$ cat config.mk
export PLATFORM = sky130hd
export DESIGN_NAME = cpu_io_irq_unit
export DESIGN_NICKNAME = d
export VERILOG_FILES = /design/src/rtl/cpu_io_pkg.sv /design/src/rtl/cpu_io_prio_enc.sv /design/src/rtl/cpu_io_irq_unit.sv
export SDC_FILE = /design/constraint.sdc
export NUM_CORES = 1
export LEC_CHECK = 0
export CAP_MARGIN = 40
export CORE_UTILIZATION = 29
export DETAILED_ROUTE_END_ITERATION = 12
export MAX_ROUTING_LAYER = met4
export PLACE_DENSITY = 0.62
export SETUP_SLACK_MARGIN = 0.4
export SLEW_MARGIN = 20
export SYNTH_ARGS = -nofsm -noshare
export SYNTH_HDL_FRONTEND = slang
export SYNTH_SLANG_ARGS = --single-unit
$ cat constraint.sdc
create_clock -name clk -period 2.4 [get_ports clk]
set_input_delay 0.48 -clock clk [delete_from_list [all_inputs] [get_ports clk]]
set_output_delay 0.48 -clock clk [all_outputs]
set_load 0.03 [all_outputs]
$ cat src/rtl/cpu_io_pkg.sv
// Shared types and constants for the CPU I/O port and interrupt unit.
// FSM encodings, default sizes and a clog2 helper that never returns 0.
package cpu_io_pkg;

   typedef enum logic [1:0] {
      IDLE    = 2'd0,
      REQ     = 2'd1,
      SERVICE = 2'd2
   } irq_state_t;

   localparam int NPORTS_DEF = 4;
   localparam int DW_DEF     = 8;
   localparam int NIRQ_DEF   = 4;

   // A selector or id always needs at least one bit, even for a single item.
   function automatic int clog2_min1(input int n);
      return (n <= 2) ? 1 : $clog2(n);
   endfunction

endpackage

$ cat src/rtl/cpu_io_prio_enc.sv
// Fixed-priority encoder: lowest set index wins, id=0 when nothing is set.
module cpu_io_prio_enc
   import cpu_io_pkg::*;
#(
   parameter int NIRQ = NIRQ_DEF,
   parameter int IDW  = clog2_min1(NIRQ)
) (
   input  logic [NIRQ-1:0] req,
   output logic            valid,
   output logic [IDW-1:0]  id
);

   assign valid = |req;

   // Scan from the top down so the lowest set bit is the last one written.
   always_comb begin
      id = '0;
      for (int k = NIRQ - 1; k >= 0; k--) begin
         if (req[k]) id = IDW'(k);
      end
   end

endmodule

$ cat src/rtl/cpu_io_irq_unit.sv
// Parametrised I/O ports plus masked, edge-captured, fixed-priority interrupt unit.
// Define CPUIO_INPUT_SYNC_EN to put a 2-flop synchroniser on i_bus and irq_in.
module cpu_io_irq_unit
   import cpu_io_pkg::*;
#(
   parameter int NPORTS = NPORTS_DEF,
   parameter int DW     = DW_DEF,
   parameter int NIRQ   = NIRQ_DEF,
   parameter int SELW   = clog2_min1(NPORTS),
   parameter int IDW    = clog2_min1(NIRQ)
) (
   input  logic                 clk,
   input  logic                 reset,
   input  logic [SELW-1:0]      port_sel,
   input  logic                 wr_en,
   input  logic [DW-1:0]        wdata,
   output logic [DW-1:0]        rdata,
   output logic [NPORTS*DW-1:0] o_bus,
   input  logic [NPORTS*DW-1:0] i_bus,
   input  logic                 mask_we,
   input  logic [NIRQ-1:0]      mask_wdata,
   input  logic [NIRQ-1:0]      irq_in,
   output logic                 irq_req,
   output logic [IDW-1:0]       irq_id,
   input  logic                 irq_ack,
   input  logic                 irq_eoi,
   output logic                 in_service,
   output logic [NIRQ-1:0]      pending
);

   logic [NPORTS*DW-1:0] o_q, in_q;
   logic [NIRQ-1:0]      irq_q, irq_prev, pend_q, mask_q, rise, pend_clr;
   logic [IDW-1:0]       id_q, enc_id;
   logic                 enc_v;
   irq_state_t           st, st_n;

   // ---------------- input sampling ----------------
`ifdef CPUIO_INPUT_SYNC_EN
   logic [NPORTS*DW-1:0] in_s1;
   logic [NIRQ-1:0]      irq_s1;

   always_ff @(posedge clk or negedge reset) begin
      if (!reset) begin
         in_s1  <= '0;
         irq_s1 <= '0;
         in_q   <= '0;
         irq_q  <= '0;
      end else begin
         in_s1  <= i_bus;
         irq_s1 <= irq_in;
         in_q   <= in_s1;
         irq_q  <= irq_s1;
      end
   end
`else
   always_ff @(posedge clk or negedge reset) begin
      if (!reset) begin
         in_q  <= '0;
         irq_q <= '0;
      end else begin
         in_q  <= i_bus;
         irq_q <= irq_in;
      end
   end
`endif

   // Selector values past the last port match no slice, so reads give 0 and writes drop.
   always_comb begin
      rdata = '0;
      for (int k = 0; k < NPORTS; k++) begin
         if (port_sel == SELW'(k)) rdata = in_q[k*DW +: DW];
      end
   end

   always_ff @(posedge clk or negedge reset) begin
      if (!reset) begin
         o_q <= '0;
      end else begin
         for (int k = 0; k < NPORTS; k++) begin
            if (wr_en && port_sel == SELW'(k)) o_q[k*DW +: DW] <= wdata;
         end
      end
   end

   assign o_bus = o_q;

   // ---------------- edge capture / mask ----------------
   assign rise = irq_q & ~irq_prev;

   always_ff @(posedge clk or negedge reset) begin
      if (!reset) begin
         irq_prev <= '0;
         pend_q   <= '0;
         mask_q   <= '0;
      end else begin
         irq_prev <= irq_q;
         pend_q   <= (pend_q & ~pend_clr) | rise;  // a fresh edge beats the ack clear
         if (mask_we) mask_q <= mask_wdata;
      end
   end

   assign pending = pend_q;

   cpu_io_prio_enc #(.NIRQ(NIRQ), .IDW(IDW)) u_enc (
      .req   (pend_q & mask_q),
      .valid (enc_v),
      .id    (enc_id)
   );

   // ---------------- request FSM ----------------
   always_ff @(posedge clk or negedge reset) begin
      if (!reset) begin
         st   <= IDLE;
         id_q <= '0;
      end else begin
         st <= st_n;
         if (st == IDLE && enc_v) id_q <= enc_id;
      end
   end

   always_comb begin
      st_n = st;
      case (st)
         IDLE:    if (enc_v)   st_n = REQ;
         REQ:     if (irq_ack) st_n = SERVICE;
         SERVICE: if (irq_eoi) st_n = IDLE;
         default:              st_n = IDLE;
      endcase
   end

   always_comb begin
      irq_req    = (st == REQ);
      in_service = (st == SERVICE);
      pend_clr   = '0;
      if (st == REQ && irq_ack) pend_clr[id_q] = 1'b1;
   end

   assign irq_id = id_q;

endmodule
=== Word level (Yosys, flattened, before mapping) ===
Index checks and enable logic that the tools add are counted.

* Bits in registers: 84
* Output and inout port bits: 48
* Word-level logic and storage cells: 53

* Magnitude comparators: 2
* Equal/unequal tests: 8
* Mux-type cells: 15
* Bitwise logic cells: 6
* Reductions and logical operators: 11

{| class="wikitable"
|+ Operator list
! operator !! number
|-
| two-way mux 8 bit || 4
|-
| two-way mux 2 bit || 7
|-
| bitwise AND 4 bit || 3
|-
| inverter 4 bit || 2
|-
| logical AND 1 bit || 7
|-
| equality test 2 bit, second input constant || 3
|-
| case mux 2 bit (3 select lines) || 1
|-
| equality test 2 x 1 -> 1 bit, second input constant || 2
|-
| zero test 2 bit || 2
|-
| two-way mux 4 bit || 1
|-
| != test 2 bit, second input constant || 2
|-
| bitwise OR 4 bit || 1
|-
| OR reduction 4 bit || 1
|-
| < comparator 2 x 3 -> 1 bit, second input constant || 1
|-
| AND reduction 3 bit || 1
|-
| demux 1 bit (select 2 bit) || 1
|-
| greater-or-equal comparator 2 x 1 -> 1 bit, second input constant || 1
|-
| != test 2 x 1 -> 1 bit, second input constant || 1
|-
| two-way mux 1 bit || 1
|}

=== Logic depth before layout (Yosys ltp) ===
* Depth in word-level cells: 8
* Depth in mapped cells: 3
* Mapped depth without buffers: 3

=== By module ===
A second synthesis with hierarchy kept.

* Cells, all modules: 173
* Area, all modules: 3002.9 µm²

{| class="wikitable"
|+ Modules (own cells, without submodules)
! module !! times used !! cells an instance !! area each (µm²) !! seq. area each (µm²)
|-
| cpu_io_irq_unit || 1 || 166 || 2967.8 || 2102.0
|-
| cpu_io_prio_enc || 1 || 7 || 35.0 || 0.0
|}

=== Worst setup path before layout ===
Ideal clock, no wire load.

* Kind: input port to output port
* Start point: input port_sel[0]
* End point: output rdata[5]
* Arrival time: 1.341 ns
* Data required time: 1.920 ns
* Path slack: 0.579 ns
* Stages on the path: 2
* Cell sequence: buf_6 -> mux4_1

* Word-level cells in the longest chain between the ends: 5
* Elaborated cells between the ends (all ways): 8
* Classes of those cells: 3 x eq/ne; 4 x mux; 1 x reduce/logical

{| class="wikitable"
|+ RTL lines
! what !! line !! source
|-
| start, declared || cpu_io_irq_unit.sv:14 || <nowiki>input logic [SELW-1:0] port_sel,</nowiki>
|-
| zero test 2 bit || cpu_io_irq_unit.sv:71 || <nowiki>if (port_sel == SELW'(k)) rdata = in_q[k*DW +: DW];</nowiki>
|-
| two-way mux 8 bit (3 in series) || cpu_io_irq_unit.sv:71 ||
|-
| two-way mux 8 bit * || cpu_io_irq_unit.sv:71 ||
|-
| end, declared || cpu_io_irq_unit.sv:17 || <nowiki>output logic [DW-1:0] rdata,</nowiki>
|}

Every way passes the cells marked *; elsewhere a longest branch is shown, timed or not.

=== Worst setup path after layout ===
* Start point: input port_sel[0]
* End point: output rdata[7]

The elaborated chain is that of the path after synthesis.

==> out/metrics.yaml <==
hold_viol: 0
post-synth-top-count-cell: "sky130_fd_sc_hd__dfrtp_1"
drt_iter0_markers: 50
async_flop_share_pct: 100
max-clock-path-buffers: 2
stdcell_area_sq_um: 4470
placement_rows: 36
yosys_warnings: 0
wl_mm: 6.19
cts_tree: "yes"
grt_setup_unrepaired: "no"
worst_path_largest_cell_delay_ns: 0.54
clock_pin_slew_reported_for_the_worst_setup_and_hold_paths_after_clock_tree_synthesis_ns: 0.09
antenna_cells: 0
drt_first_pass_iters: 4
clock_tree.htree_level_count: 3
finalSetupViolations: 0
post_synth_most_frequent_cells: "sky130_fd_sc_hd__dfrtp_1 (84), sky130_fd_sc_hd__mux2_2 (36), sky130_fd_sc_hd__inv_1 (7)"
grt_remaining_overflow: 0
r2r-end: "pending[1]$_DFF_PN0_"
timing.critical_path.slowest_stage_cell: "sky130_fd_sc_hd__mux4_1"
pre_cts_ws_ns: -0.404
first_global_vias: 1909
synth.cell_area_sq_um: 2950
synth.net_count: 222
detail_route.wl_per_cell_microns: 14.6
hp-class: "input pin to asynchronous set/reset pin"
dr_total_vias: 1843
chipHeight_microns: 103
clock_sinks: 84
port-buffer-count: 103
first_pass_grt_wire_length_mm: 9.52
post-dp-hpwl_mm: 4.40
worst_setup_path_start_kind: "input pin"
initial_core_util_pct: 30.0
data_required_time_at_the_worst_endpoint_ns: 1.92
finalWorstSetupSlack_ns: 0.449
r2r_start: "st[1]$_DFFE_PN0P_"
clk-insertion-delay-late_ns: 0.34
globalplace.congestion: 0.687
critical_path_s_most_frequent_cell: "sky130_fd_sc_hd__buf_4"
end_kind: "output port"
worstPathCellList: "buf_4 > buf_12 > mux4_1 > buf_4"
multi_input_area_sq_um: 797
area.growth.synth_to_final_pct: 51.7
r2r_setup_slack_ns: 1.12
post-route-period-util_pct: 81.3
share_of_cells_above_drive_strength_1_pct: 27.8
worstPathMaxFanout: 5
syn_avg_cell_area_sq_um: 17.8
crit_type: "input pin to output port"
drtAntennaViolNets: 0
synth_enable_flop_cells: 0
netlist_top_cells_area: "sky130_fd_sc_hd__dfrtp_1 (71%), sky130_fd_sc_hd__mux2_2 (14%), sky130_fd_sc_hd__mux4_2 (4.6%), sky130_fd_sc_hd__mux4_1 (1.8%), sky130_fd_sc_hd__o21ai_0 (1.0%)"
power.total_mw: 4.14
cts-hold-fix-buffers: 0
yosys_register_bits: 84
post-route-drc-count: 0
worstPathBufferInverterCount: 3
synth_area_leader_cell: "sky130_fd_sc_hd__dfrtp_1"
die-area_sq_um: 10600
max_clock_freq_ghz: 0.513
synthesis.instances: 166
filler_cell_count: 921
placedInstanceArea_sq_um: 4190
shortest_clock_period_the_worst_path_allows_after_layout_ns: 1.95
cts_inserted_buffers: 9
timing.clock.skew_ns: 0.00757
netlist.area_leader.share_pct: 71.3
area_occupied_by_registers_sq_um: 2100
ys_seq_area_share_pct: 71.3
num-nets-final: 342
yosys_most_used_dff: "sky130_fd_sc_hd__dfrtp_1"
cts_setup_buffers: 0
clock_tree.root_cell: "sky130_fd_sc_hd__clkbuf_8"
grt_max_degree: 45
run_status: "complete, no violations"
die-width_microns: 103
core_sq_um: 9820
timing.max_slew.rel_slack_pct: 63.9
slew_viol_final: 0
tightestPinTransition_ns: 0.541
synth_cell_type_count: 27
grt.total_usage_pct: 12.9
crit_family: "multiplexers"
drv_cap: 0
worst_ep_arrival_time_ns: 1.47
p_per_area_nw_per_um2: 925
p_leak_nw: 1.93
worst_ir_drop_vdd_mv: 0.355
worstRegToRegCells: 3
grt_antenna_before_repair: 0
ios: 104
vias_per_cell: 4.35
cp_startpoint: "port_sel[0]"
## state kept, by name, indices dropped and copies added, names as in the netlist
register / count
pending: 4
in_q: 32
st: 2
irq_q: 4
mask_q: 4
irq_id: 2
o_bus: 32
irq_prev: 4
## how the worst max path moves through the flow
stage,end,depth (start not counted)
2_1_floorplan,rdata[5],2
3_3_place_gp,rdata[7],4
3_5_place_dp,rdata[5],4
4_1_cts,rdata[2],4
5_1_grt,rdata[7],4
6_report,rdata[7],4
## repair_timing
action | 4_1_cts | 5_1_grt
endpoints found under the setup margin | 10 | 5
gates cloned | 2 | 0
gates resized for setup | 55 | 4
## layout by cell type (no fill, tap or decap), types with 6 or more instances in the layout
cell type	n
sky130_fd_sc_hd__buf_4	7
sky130_fd_sc_hd__inv_1	7
sky130_fd_sc_hd__dfrtp_1	84
sky130_fd_sc_hd__clkdlybuf4s50_1	88
sky130_fd_sc_hd__mux2_2	36
sky130_fd_sc_hd__buf_6	6
sky130_fd_sc_hd__clkbuf_8	10
sky130_fd_sc_hd__o21ai_0	6
sky130_fd_sc_hd__mux4_2	7
## stage by stage
| step | setup TNS (ns) | utilization, % | cells | hold WS, ns |
|---|---|---|---|---|
| 6_report | 0 | 45.5 | 424 | 0.107 |
| 5_1_grt | 0 | 45.5 | 424 | 0.129 |
| 4_1_cts | 0 | 45.5 | 424 | 0.107 |
| 3_5_place_dp | -2.52 | 42.7 | 406 | 0.360 |
| 3_3_place_gp | -2.40 | 42.7 | 406 | 0.360 |
| 2_1_floorplan | 0 | - | 166 | 0.184 |
## where the power goes
| part | total (mW) | switching, mW | internal [mW] |
|---|---|---|---|
| Sequential | 1.75 | 0.132 | 1.62 |
| Combinational | 1.17 | 0.610 | 0.559 |
| Clock | 1.22 | 0.493 | 0.726 |
| Total | 4.14 | 1.23 | 2.90 |
## layout make-up
type                    instances  area share [%]
repair buffers                111            25.3
clock inverters                 5            2.41
well taps                     133            3.72
multi-input cells              73            17.8
clock buffers                  11            3.16
inverters                       7           0.588
flip-flops and latches         84            47.0
## metal layers
metal,vias up,track usage (%),wire length (microns)
met4,0,5.20,111
met1,933,15.3,2710
met3,9,3.66,238
met5,-,-,0
li1,837,-,-
met2,64,20.7,3130
## cells by family (layout without fill, tap and decap cells)
| group | count (synthesis) | after routing | synth area share, % |
|---|---|---|---|
| DFF | 84 | 84 | 71.3 |
| muxes | 45 | 45 | 20.5 |
| and+or+nand+nor | 14 | 14 | 3.61 |
| buffers and inverters | 9 | 134 | 1.53 |
| AOI/OAI and AO/OA | 14 | 14 | 3.10 |
(Power assumes the default switching activity.)
